### src/rtl/reg_scoreboard.sv
// Decode-side register scoreboard for long-latency writes.
// Tracks pending rd writes and stalls decode on RAW/WAW/full hazards.
module reg_scoreboard #(
   parameter int MAX_OUTSTANDING = 4,
   parameter int CW = $clog2(MAX_OUTSTANDING + 1)
) (
   input  logic          clk,
   input  logic          rst_n,
   input  logic          i_D_valid,
   input  logic [4:0]    i_D_rs1_index,
   input  logic [4:0]    i_D_rs2_index,
   input  logic          i_D_rs1_used,
   input  logic          i_D_rs2_used,
   input  logic [4:0]    i_D_rd_index,
   input  logic          i_D_rd_we,
   input  logic          i_D_long,
   input  logic          i_hold,
   input  logic          i_flush,
   input  logic          i_W_wb_en,
   input  logic [4:0]    i_W_rd_index,
   input  logic          i_W_long,
   output logic          o_stall,
   output logic [31:0]   o_busy,
   output logic [CW-1:0] o_outstanding,
   output logic          o_err,
   output logic [31:0]   o_stall_cycles
);

   logic [31:0]   busy_q;
   logic [31:0]   busy_nxt;
   logic [31:0]   eff_busy;
   logic [31:0]   clr_mask;
   logic [31:0]   set_mask;
   logic [CW-1:0] cnt_nxt;
   logic [CW-1:0] cnt_after;
   logic          comp;
   logic          w_bad;
   logic          raw1;
   logic          raw2;
   logic          waw;
   logic          full;
   logic          issue_long;
   logic          rd_nz;

   assign rd_nz = (i_D_rd_index != 5'd0);

   assign comp = i_W_wb_en & i_W_long & (i_W_rd_index != 5'd0)
               & busy_q[i_W_rd_index];

   assign w_bad = i_W_wb_en & i_W_long
                & ((i_W_rd_index == 5'd0) | ~busy_q[i_W_rd_index]);

   assign clr_mask = comp ? (32'd1 << i_W_rd_index) : 32'd0;

   // A retiring write is forwarded by the register file, so it is not a hazard
   assign eff_busy = busy_q & ~clr_mask;

   assign raw1 = i_D_rs1_used & (i_D_rs1_index != 5'd0)
               & eff_busy[i_D_rs1_index];
   assign raw2 = i_D_rs2_used & (i_D_rs2_index != 5'd0)
               & eff_busy[i_D_rs2_index];
   assign waw  = i_D_rd_we & rd_nz & eff_busy[i_D_rd_index];

   assign cnt_after = o_outstanding - CW'(comp);
   assign full = i_D_rd_we & i_D_long & rd_nz
               & (cnt_after == CW'(MAX_OUTSTANDING));

   assign o_stall = i_D_valid & ~i_flush & (raw1 | raw2 | waw | full);

   assign issue_long = i_D_valid & ~i_flush & ~i_hold & ~o_stall
                     & i_D_rd_we & i_D_long & rd_nz;

   assign set_mask = issue_long ? (32'd1 << i_D_rd_index) : 32'd0;

   always_comb begin
      busy_nxt = (busy_q & ~clr_mask) | set_mask;
      busy_nxt[0] = 1'b0;
      cnt_nxt = o_outstanding + CW'(issue_long) - CW'(comp);
   end

   always_ff @(posedge clk or negedge rst_n) begin
      if (!rst_n) begin
         busy_q         <= 32'd0;
         o_outstanding  <= '0;
         o_err          <= 1'b0;
         o_stall_cycles <= 32'd0;
      end else begin
         busy_q        <= busy_nxt;
         o_outstanding <= cnt_nxt;
         if (w_bad)
            o_err <= 1'b1;
         if (o_stall && (o_stall_cycles != 32'hFFFF_FFFF))
            o_stall_cycles <= o_stall_cycles + 32'd1;
      end
   end

   assign o_busy = busy_q;

endmodule
### config.mk
export PLATFORM = sky130hd
export DESIGN_NAME = reg_scoreboard
export DESIGN_NICKNAME = d
export VERILOG_FILES = /design/src/rtl/reg_scoreboard.sv
export SDC_FILE = /design/constraint.sdc
export NUM_CORES = 1
export LEC_CHECK = 0
export CAP_MARGIN = 0
export CORE_MARGIN = 5
export CORE_UTILIZATION = 50
export CTS_CLUSTER_SIZE = 12
export DETAILED_ROUTE_END_ITERATION = 12
export PLACE_DENSITY_LB_ADDON = 0.3
export REMOVE_ABC_BUFFERS = 1
export SLEW_MARGIN = 10
export SYNTH_ARGS = -nofsm -noshare
export SYNTH_HDL_FRONTEND = slang
export SYNTH_SLANG_ARGS = --single-unit
### constraint.sdc
create_clock -name clk -period 25.3 [get_ports clk]
set_input_delay 7.59 -clock clk [delete_from_list [all_inputs] [get_ports clk]]
set_output_delay 7.59 -clock clk [all_outputs]
set_load 0.01 [all_outputs]
==> results.py, run 1 <==
metrics = {
    "yosys": {
        "synth_cell_type_count": 73,
        "yosysWarnings": 0,
        "synth.avg_cell_area_sq_um": 8.75,
        "synth-seq-cells": 67,
        "syn_area_sq_um": 5110,
        "async_flop_share_pct": 100,
        "syn_inst": 584,
        "ys_seq_area_share_pct": 32.8,
        "ys.flop_type": "dfrtp_1",
        "synth_edf_count": 0,
    },
    "global_route": {
        "track_usage_pct": 29.7,
        "antenna_found_initial": 0,
        "overflow": 0,
        "grt_pass1_vias": 5358,
        "grt_pass1_wl_mm": 29.3,
        "grt_max_degree": 68,
    },
    "power": {
        "p_total_mw": 0.303,
        "powerDensity_nw_per_um2": 48.0,
        "peakVddDrop_v": 0.0000477,
        "power_frac_seq_pct": 41.4,
        "p_sw_mw": 0.103,
        "p_leak_nw": 2.54,
        "internal_power_mw": 0.200,
        "p_clk_share_pct": 31.3,
        "switching_share_pct": 33.9,
        "power.share.combinational_pct": 27.2,
    },
    "clock_network": {
        "ctsHoldBuffers": 0,
        "cts_resized": 0,
        "cts_made_buffers": 9,
        "cts-root-buf": "clkbuf_8",
        "clockBufferDepth": 2,
        "worstSkewPairLatency_ns": 0.36,
        "clkSinkCount": 67,
        "path_clk_slew_ns": 0.08,
        "cts_setup_buffers": 0,
        "h-tree-depth": 3,
        "cts_tree": "built",
    },
    "setup_path": {
        "max_stage_delay_ns": 0.80,
        "critPathLaunchType": "primary input",
        "end_kind": "output pin",
        "critPathSlowestCell": "clkdlybuf4s50_1",
        "worst-setup-path-type": "in -> out",
        "crit_family": "simple AND/OR/NAND/NOR gates",
        "path_max_fanout": 33,
        "critPathBufInv": 3,
        "path_cells": "clkdlybuf4s50_1, nand2b_1, o22ai_1, nor2_1, nand2_1, o311ai_0, nand2_1, a311oi_1, ha_1, xnor2_1, or4b_2, o311ai_0, a211oi_1, nor4b_2, a2111oi_4, buf_4, nor2_1, clkdlybuf4s50_1",
        "crit_required_ns": 17.71,
        "arrival_ns": 13.09,
    },
    "layout": {
        "ff_latch_area_sq_um": 1680,
        "fillers": 859,
        "layout-drive-gt1-share_pct": 8.94,
        "multi_input_area_sq_um": 3140,
        "final_common_cell": "clkdlybuf4s50_1",
        "area_growth_pct": 23.4,
        "layout_common_cells": "clkdlybuf4s50_1, dfrtp_1, nand2_1",
        "antenna_cells": 0,
        "final_nets": 691,
    },
    "sta": {
        "tightest_slew_ns": 1.14,
        "hold_violations": 0,
        "fin_skew_ns": 0.0121,
        "slew_headroom_pct": 22.7,
        "fmax_ghz": 0.0483,
        "fin_crit_ns": 20.68,
        "rsz0062_at_grt": "no",
        "timing.final.crit_share_pct": 81.8,
        "totalNegativeSetupSlack_ns": 0,
        "slew_violations": 0,
        "setup_violations": 0,
    },
    "die": {
        "die_w_um": 111,
        "core_area_sq_um": 10100,
        "dieArea_sq_um": 12300,
        "pin_count": 100,
        "std_cell_rows": 37,
        "initial_core_util_pct": 50.4,
        "die_h_um": 111,
    },
    "route": {
        "drt-wirelength-per-cell_um": 23.2,
        "vias": 5278,
        "routed_wl_mm": 18.5,
        "drtAntennaViolNets": 0,
        "avgViaCountPerCell": 6.63,
        "drtIter0Drc": 604,
        "drtPass1Iterations": 5,
        "drc": 0,
    },
    "placement": {
        "port_buffers": 98,
        "routabilityCongestion": 1.06,
        "dp_hpwl_mm": 13.4,
    },
    "status": {
        "outcome": "complete, no violations",
    },
    "worst_hold_path": {
        "hold_class": "reg -> reg",
    },
    "flow_run": {
        "max_cap_violations": 0,
    },
}
power by group through the flow:
stage	clock [mW]	sequential (mW)	combinational, mW
floorplan	0	0.127	0.0352
global placement	0	0.127	0.0800
detailed placement	0	0.127	0.0809
CTS	0.0963	0.125	0.0814
global route	0.102	0.127	0.0890
finish	0.0948	0.125	0.0824
layout make-up:
cell class                 instances  area share [%]
timing repair buffer             106            16.4
tap                              136            2.70
clock buffer                      11            2.24
sequential                        67            26.6
inverter                          22            1.31
clock inverter                     5           0.972
multi-input combinational        449            49.8
state kept, by name (all words and copies together) (netlist names):
| register | count |
|---|---|
| o_busy | 31 |
| o_err | 1 |
| o_outstanding | 3 |
| o_stall_cycles | 32 |
cells by family after synthesis:
group / after synthesis / share of synthesized area [%]
adder cells (fa/ha/maj): 5 / 1.37
AND/OR/NAND/NOR: 234 / 24.4
flip-flops: 67 / 32.8
multiplexers: 26 / 5.82
other: 1 / 0.0734
XOR/XNOR: 35 / 6.00
buffers and inverters: 68 / 5.82
AO/OA/AOI/OAI: 148 / 23.7
metal layers:
metal / GRT usage (%) / wire, um
met5: 0 / 0
met3: 8.24 / 1940
met4: 14.7 / 941
met2: 47.2 / 8290
met1: 37.1 / 7310
cells in the mapped netlist (all sizes together), types with 3 or more instances:
master	number	share of area [%]
dfrtp	67	33
nand2	53	3.9
nor3	30	2.9
o31ai	30	4.4
nor2	28	2.1
xor2	28	4.8
clkbuf	24	1.8
nand3	23	2.3
buf	22	2.4
inv	21	1.5
nand2b	16	2.0
nor4	16	2.0
o41ai	15	3.5
mux2i	14	2.7
and3	12	1.5
o21ai	12	1.2
mux2	10	2.2
nand4	10	1.2
o311ai	10	1.7
and2	8	0.98
o211ai	8	1.2
o21bai	8	1.2
a21oi	7	0.69
xnor2	7	1.2
nor2b	6	0.73
nor3b	6	0.88
o22ai	6	0.73
or3	6	0.73
a211oi	5	0.73
o21a	5	0.73
o31a	5	0.86
or2	5	0.61
a31o	4	0.69
a31oi	4	0.49
ha	4	0.98
nand3b	4	0.59
o2111ai	4	0.69
a2111oi	3	0.88
a311oi	3	0.51
o32ai	3	0.66
worst register-to-register path: stages, from the launching register on:
cell and delay (ns):
dfrtp_1 0.45, mux2_2 0.29, o22ai_1 0.67, nor2_1 0.15, nand2_1 0.10, o311ai_0 0.17
nand2_1 0.17, a311oi_1 0.08, ha_1 0.23, xnor2_1 0.12, or4b_2 0.70, o311ai_0 0.14
a211oi_1 0.10, nor4b_2 0.44, a2111oi_4 0.13, buf_4 0.27, nand2_2 0.57, ha_1 0.28
inv_1 0.05, ha_1 0.19, fa_1 0.37, xnor2_1 0.18, xnor2_1 0.14
per-stage QoR:
| step | instance area (sq um) | util, % | hold WS (ns) | instances | setup slack (ns) |
|---|---|---|---|---|---|
| 2_1_floorplan | 4900 | - | 0.512 | 538 | 6.54 |
| 3_3_place_gp | 6110 | 60.2 | 0.470 | 780 | 4.92 |
| 3_5_place_dp | 6110 | 60.2 | 0.455 | 780 | 4.73 |
| 4_1_cts | 6310 | 62.2 | 0.474 | 796 | 4.73 |
| 5_1_grt | 6310 | 62.2 | 0.511 | 796 | 4.18 |
| 6_report | 6310 | 62.2 | 0.469 | 796 | 4.62 |
final timing paths:
check / startpoint / end / slack (ns) / depth (start not counted)
max reg2reg: o_busy[30] / o_outstanding[2] / 19.24 / 22
max: i_W_rd_index[0] / o_stall / 4.62 / 18
min in group asynchronous: rst_n / o_busy[16] / 7.41 / 2
min reg2reg: o_err / o_err / 0.47 / 1
max in group asynchronous: rst_n / o_stall_cycles[15] / 17.31 / 2
min: o_err / o_err / 0.47 / 1
No activity file was read; power rests on OpenSTA's default activity.
==> inputs of run 2 (changes only) <==
==> constraint.sdc (replaced) <==
create_clock -name clk -period 20.7 [get_ports clk]
set_input_delay 6.21 -clock clk [delete_from_list [all_inputs] [get_ports clk]]
set_output_delay 6.21 -clock clk [all_outputs]
set_load 0.01 [all_outputs]
==> results.py, run 2 (synthesis gave the netlist of run 1 again) <==
metrics = {
    "route": {
        "drtPass1Iterations": 6,
        "drtIter0Drc": 624,
        "drtAntennaViolNets": 0,
        "routed_wl_mm": 18.3,
        "avgViaCountPerCell": 6.68,
        "vias": 5314,
        "drc": 0,
        "drt-wirelength-per-cell_um": 23.0,
    },
    "clock_network": {
        "worstSkewPairLatency_ns": 0.36,
        "h-tree-depth": 3,
        "cts_made_buffers": 9,
        "ctsHoldBuffers": 0,
        "cts_resized": 0,
        "clkSinkCount": 67,
        "clockBufferDepth": 2,
        "path_clk_slew_ns": 0.07,
        "cts-root-buf": "clkbuf_8",
        "cts_setup_buffers": 0,
        "cts_tree": "built",
    },
    "global_route": {
        "grt_pass1_vias": 5120,
        "antenna_found_initial": 0,
        "grt_pass1_wl_mm": 28.7,
        "grt_max_degree": 68,
        "overflow": 0,
        "track_usage_pct": 29.2,
    },
    "power": {
        "internal_power_mw": 0.259,
        "p_total_mw": 0.381,
        "power_frac_seq_pct": 40.2,
        "p_sw_mw": 0.122,
        "powerDensity_nw_per_um2": 60.2,
        "power.share.combinational_pct": 26.4,
        "peakVddDrop_v": 0.0000567,
        "p_leak_nw": 2.57,
        "p_clk_share_pct": 33.4,
        "switching_share_pct": 32.0,
    },
    "die": {
        "dieArea_sq_um": 12300,
        "initial_core_util_pct": 50.4,
        "pin_count": 100,
        "core_area_sq_um": 10100,
        "die_w_um": 111,
        "die_h_um": 111,
        "std_cell_rows": 37,
    },
    "sta": {
        "rsz0062_at_grt": "no",
        "hold_violations": 0,
        "timing.final.crit_share_pct": 86.6,
        "fmax_ghz": 0.0558,
        "setup_violations": 0,
        "tightest_slew_ns": 1.15,
        "fin_ws_ns": 2.77,
        "slew_violations": 0,
        "fin_crit_ns": 17.93,
        "totalNegativeSetupSlack_ns": 0,
        "fin_skew_ns": 0.00892,
        "slew_headroom_pct": 22.3,
    },
    "setup_path": {
        "crit_required_ns": 14.49,
        "arrival_ns": 11.72,
        "end_kind": "output pin",
        "crit_family": "simple AND/OR/NAND/NOR gates",
        "path_max_fanout": 33,
        "worst-setup-path-type": "in -> out",
        "path_cells": "clkdlybuf4s50_1, nand2b_1, o22ai_1, nor2_1, nand2_1, o311ai_0, nand2_1, a311oi_1, ha_1, xnor2_1, or4b_2, o311ai_0, a211oi_1, nor4b_2, a2111oi_4, buf_4, nor2_1, clkdlybuf4s50_1",
        "critPathSlowestCell": "clkdlybuf4s50_1",
        "critPathLaunchType": "primary input",
        "rrSetupSlack_ns": 14.57,
        "max_stage_delay_ns": 0.92,
        "critPathBufInv": 3,
    },
    "layout": {
        "regMostFlops": "o_stall_cycles",
        "ff_latch_area_sq_um": 1680,
        "largest_register_ffs": 32,
        "layout-drive-gt1-share_pct": 8.94,
        "area_growth_pct": 23.9,
        "antenna_cells": 0,
        "layout_common_cells": "clkdlybuf4s50_1, dfrtp_1, nand2_1",
        "multi_input_area_sq_um": 3140,
        "fillers": 859,
        "final_common_cell": "clkdlybuf4s50_1",
        "final_nets": 691,
        "fin_area_sq_um": 6330,
    },
    "placement": {
        "dp_slack_ns": 2.92,
        "placed_area_sq_um": 6110,
        "port_buffers": 98,
        "routabilityCongestion": 1.04,
        "dp_hpwl_mm": 13.3,
    },
    "flow_run": {
        "max_cap_violations": 0,
    },
    "worst_hold_path": {
        "hold_class": "reg -> reg",
    },
    "status": {
        "outcome": "complete, no violations",
    },
}
-- run 2: cell count changes in the layout (fill, tap and decap cells not counted) --
cell / delta
inv_6: -1
bufinv_16: +1
clkbuf_8: +1
clkinv_2: +1
clkinvlp_4: -2
-- run 2: cell type report --
| cell class | count | area share (%) |
|---|---|---|
| Timing Repair Buffer | 106 | 16.4 |
| Multi-Input combinational cell | 449 | 49.6 |
| Tap cell | 136 | 2.69 |
| Clock buffer | 12 | 2.45 |
| Clock inverter | 4 | 1.15 |
| Sequential cell | 67 | 26.5 |
| Inverter | 22 | 1.30 |
-- run 2: through the flow --
step / hold slack, ns / utilization (%) / std cells
floorplan: 0.512 / - / 538
global placement: 0.470 / 60.2 / 780
detailed placement: 0.455 / 60.2 / 780
CTS: 0.473 / 62.5 / 796
global route: 0.496 / 62.5 / 796
finish: 0.479 / 62.5 / 796
-- run 2: layer usage --
layer,wire length (um),global-route usage [%]
met1,7100,37.6
met5,0,0
met4,728,11.3
met2,8400,47.2
met3,2100,7.59
-- run 2: worst paths after layout --
path                                      endpoint            start  depth (start not counted)
worst max-delay path                       o_stall  i_W_rd_index[2]                         18
worst min-delay path                         o_err            o_err                          1
worst max register to register    o_outstanding[2]       o_busy[30]                         22
worst min register to register               o_err            o_err                          1
max in group asynchronous       o_stall_cycles[12]            rst_n                          2
min in group asynchronous               o_busy[22]            rst_n                          2
-- run 2: power by group through the flow --
| stage | logic (mW) | clock network [mW] | registers, mW |
|---|---|---|---|
| final | 0.101 | 0.127 | 0.153 |
| after floorplan | 0.0430 | 0 | 0.156 |
| after global routing | 0.109 | 0.136 | 0.155 |
| after CTS | 0.0998 | 0.129 | 0.153 |
| after detailed placement | 0.0992 | 0 | 0.155 |
| after global placement | 0.0979 | 0 | 0.156 |
==> inputs of run 3 (changes only) <==
==> constraint.sdc (replaced) <==
create_clock -name clk -period 17.9 [get_ports clk]
set_input_delay 5.37 -clock clk [delete_from_list [all_inputs] [get_ports clk]]
set_output_delay 5.37 -clock clk [all_outputs]
set_load 0.01 [all_outputs]
==> results.py, run 3 (synthesis gave the netlist of run 1 again) <==
metrics = {
    "route": {
        "drtAntennaViolNets": 0,
        "avgViaCountPerCell": 6.68,
        "drt-wirelength-per-cell_um": 23.2,
        "routed_wl_mm": 18.5,
        "drtPass1Iterations": 5,
        "drc": 0,
        "vias": 5310,
        "drtIter0Drc": 704,
    },
    "sta": {
        "slew_headroom_pct": 27.7,
        "fin_skew_ns": 0.0142,
        "fin_ws_ns": 1.64,
        "fin_crit_ns": 16.26,
        "totalNegativeSetupSlack_ns": 0,
        "slew_violations": 0,
        "fmax_ghz": 0.0615,
        "timing.final.crit_share_pct": 90.9,
        "rsz0062_at_grt": "no",
        "setup_violations": 0,
        "whs_ns": 0.480,
        "hold_violations": 0,
        "tightest_slew_ns": 1.07,
    },
    "power": {
        "p_clk_share_pct": 31.1,
        "peakVddDrop_v": 0.0000689,
        "power.share.combinational_pct": 27.4,
        "p_leak_nw": 2.54,
        "powerDensity_nw_per_um2": 68.0,
        "switching_share_pct": 34.0,
        "power_frac_seq_pct": 41.5,
        "internal_power_mw": 0.283,
        "p_total_mw": 0.429,
        "p_sw_mw": 0.146,
    },
    "die": {
        "die_h_um": 111,
        "dieArea_sq_um": 12300,
        "initial_core_util_pct": 50.4,
        "pin_count": 100,
        "die_w_um": 111,
        "std_cell_rows": 37,
        "core_area_sq_um": 10100,
    },
    "clock_network": {
        "path_clk_slew_ns": 0.09,
        "cts_resized": 0,
        "worstSkewPairLatency_ns": 0.36,
        "clockBufferDepth": 2,
        "ctsHoldBuffers": 0,
        "cts_made_buffers": 9,
        "cts_tree": "built",
        "cts_setup_buffers": 0,
        "cts-root-buf": "clkbuf_8",
        "clkSinkCount": 67,
        "h-tree-depth": 3,
    },
    "global_route": {
        "grt_pass1_vias": 5189,
        "grt_pass1_wl_mm": 29.2,
        "met1_usage_pct": 37.9,
        "overflow": 0,
        "met3_usage_pct": 7.64,
        "busiest_layer": "met2",
        "track_usage_pct": 29.8,
        "grt_max_degree": 68,
        "grt_util_met2_pct": 46.8,
        "antenna_found_initial": 0,
    },
    "setup_path": {
        "path_max_fanout": 33,
        "path_cells": "clkdlybuf4s50_1, nand2b_1, o22ai_1, nor2_1, nand2_1, o311ai_0, nand2_1, a311oi_1, ha_1, xnor2_1, or4b_2, o311ai_0, a211oi_1, nor4b_2, a2111oi_4, buf_4, nor2_1, clkdlybuf4s50_1",
        "critPathLaunchType": "primary input",
        "end_kind": "output pin",
        "arrival_ns": 10.89,
        "max_stage_delay_ns": 0.93,
        "critPathBufInv": 3,
        "crit_required_ns": 12.53,
        "critPathSlowestCell": "clkdlybuf4s50_1",
        "crit_family": "simple AND/OR/NAND/NOR gates",
        "worst-setup-path-type": "in -> out",
    },
    "worst_hold_path": {
        "hold_class": "reg -> reg",
    },
    "layout": {
        "final_nets": 690,
        "regMostFlops": "o_stall_cycles",
        "largest_register_ffs": 32,
        "ff_latch_area_sq_um": 1680,
        "layout_common_cells": "clkdlybuf4s50_1, dfrtp_1, nand2_1",
        "antenna_cells": 0,
        "post-route-util_pct": 62.2,
        "area_growth_pct": 23.3,
        "multi_input_area_sq_um": 3140,
        "fillers": 896,
        "layout-drive-gt1-share_pct": 8.80,
        "final_common_cell": "clkdlybuf4s50_1",
    },
    "placement": {
        "port_buffers": 98,
        "dp_slack_ns": 1.77,
        "dp_hpwl_mm": 13.5,
        "routabilityCongestion": 1.07,
    },
    "flow_run": {
        "max_cap_violations": 0,
    },
    "status": {
        "outcome": "complete, no violations",
    },
}
## run 3: final cells by class
class,instances,share of cell area (%)
Clock buffer,11,2.24
Clock inverter,5,0.973
Inverter,22,1.31
Multi-Input combinational cell,449,49.9
Sequential cell,67,26.6
Tap cell,136,2.70
Timing Repair Buffer,105,16.3
## run 3: power groups by stage
| stage | logic [mW] | clock network (mW) | registers, mW |
|---|---|---|---|
| after global routing | 0.126 | 0.143 | 0.179 |
| after CTS | 0.116 | 0.136 | 0.177 |
| final | 0.118 | 0.133 | 0.178 |
| after floorplan | 0.0497 | 0 | 0.180 |
| after global placement | 0.113 | 0 | 0.180 |
| after detailed placement | 0.116 | 0 | 0.180 |
## run 3: stage by stage
| step | instance area, sq um | std cells |
|---|---|---|
| 2_1_floorplan | 4900 | 538 |
| 3_3_place_gp | 6100 | 779 |
| 3_5_place_dp | 6100 | 779 |
| 4_1_cts | 6300 | 795 |
| 5_1_grt | 6300 | 795 |
| 6_report | 6300 | 795 |
## run 3: final timing paths
| check | startpoint | to | slack (ns) | cells after the start |
|---|---|---|---|---|
| min in group asynchronous | rst_n | o_busy[16] | 5.18 | 2 |
| hold / removal | o_err | o_err | 0.48 | 1 |
| setup / recovery | i_W_rd_index[2] | o_stall | 1.64 | 18 |
| hold reg to reg | o_err | o_err | 0.48 | 1 |
| setup reg to reg | o_busy[30] | o_outstanding[2] | 11.74 | 22 |
| max in group asynchronous | rst_n | o_outstanding[0] | 12.13 | 2 |
## run 3: per-layer routing
layer,share of wire (%),up-vias
met1,39,2516
met5,0,-
li1,-,2353
met3,11,72
met4,5.3,0
met2,45,369
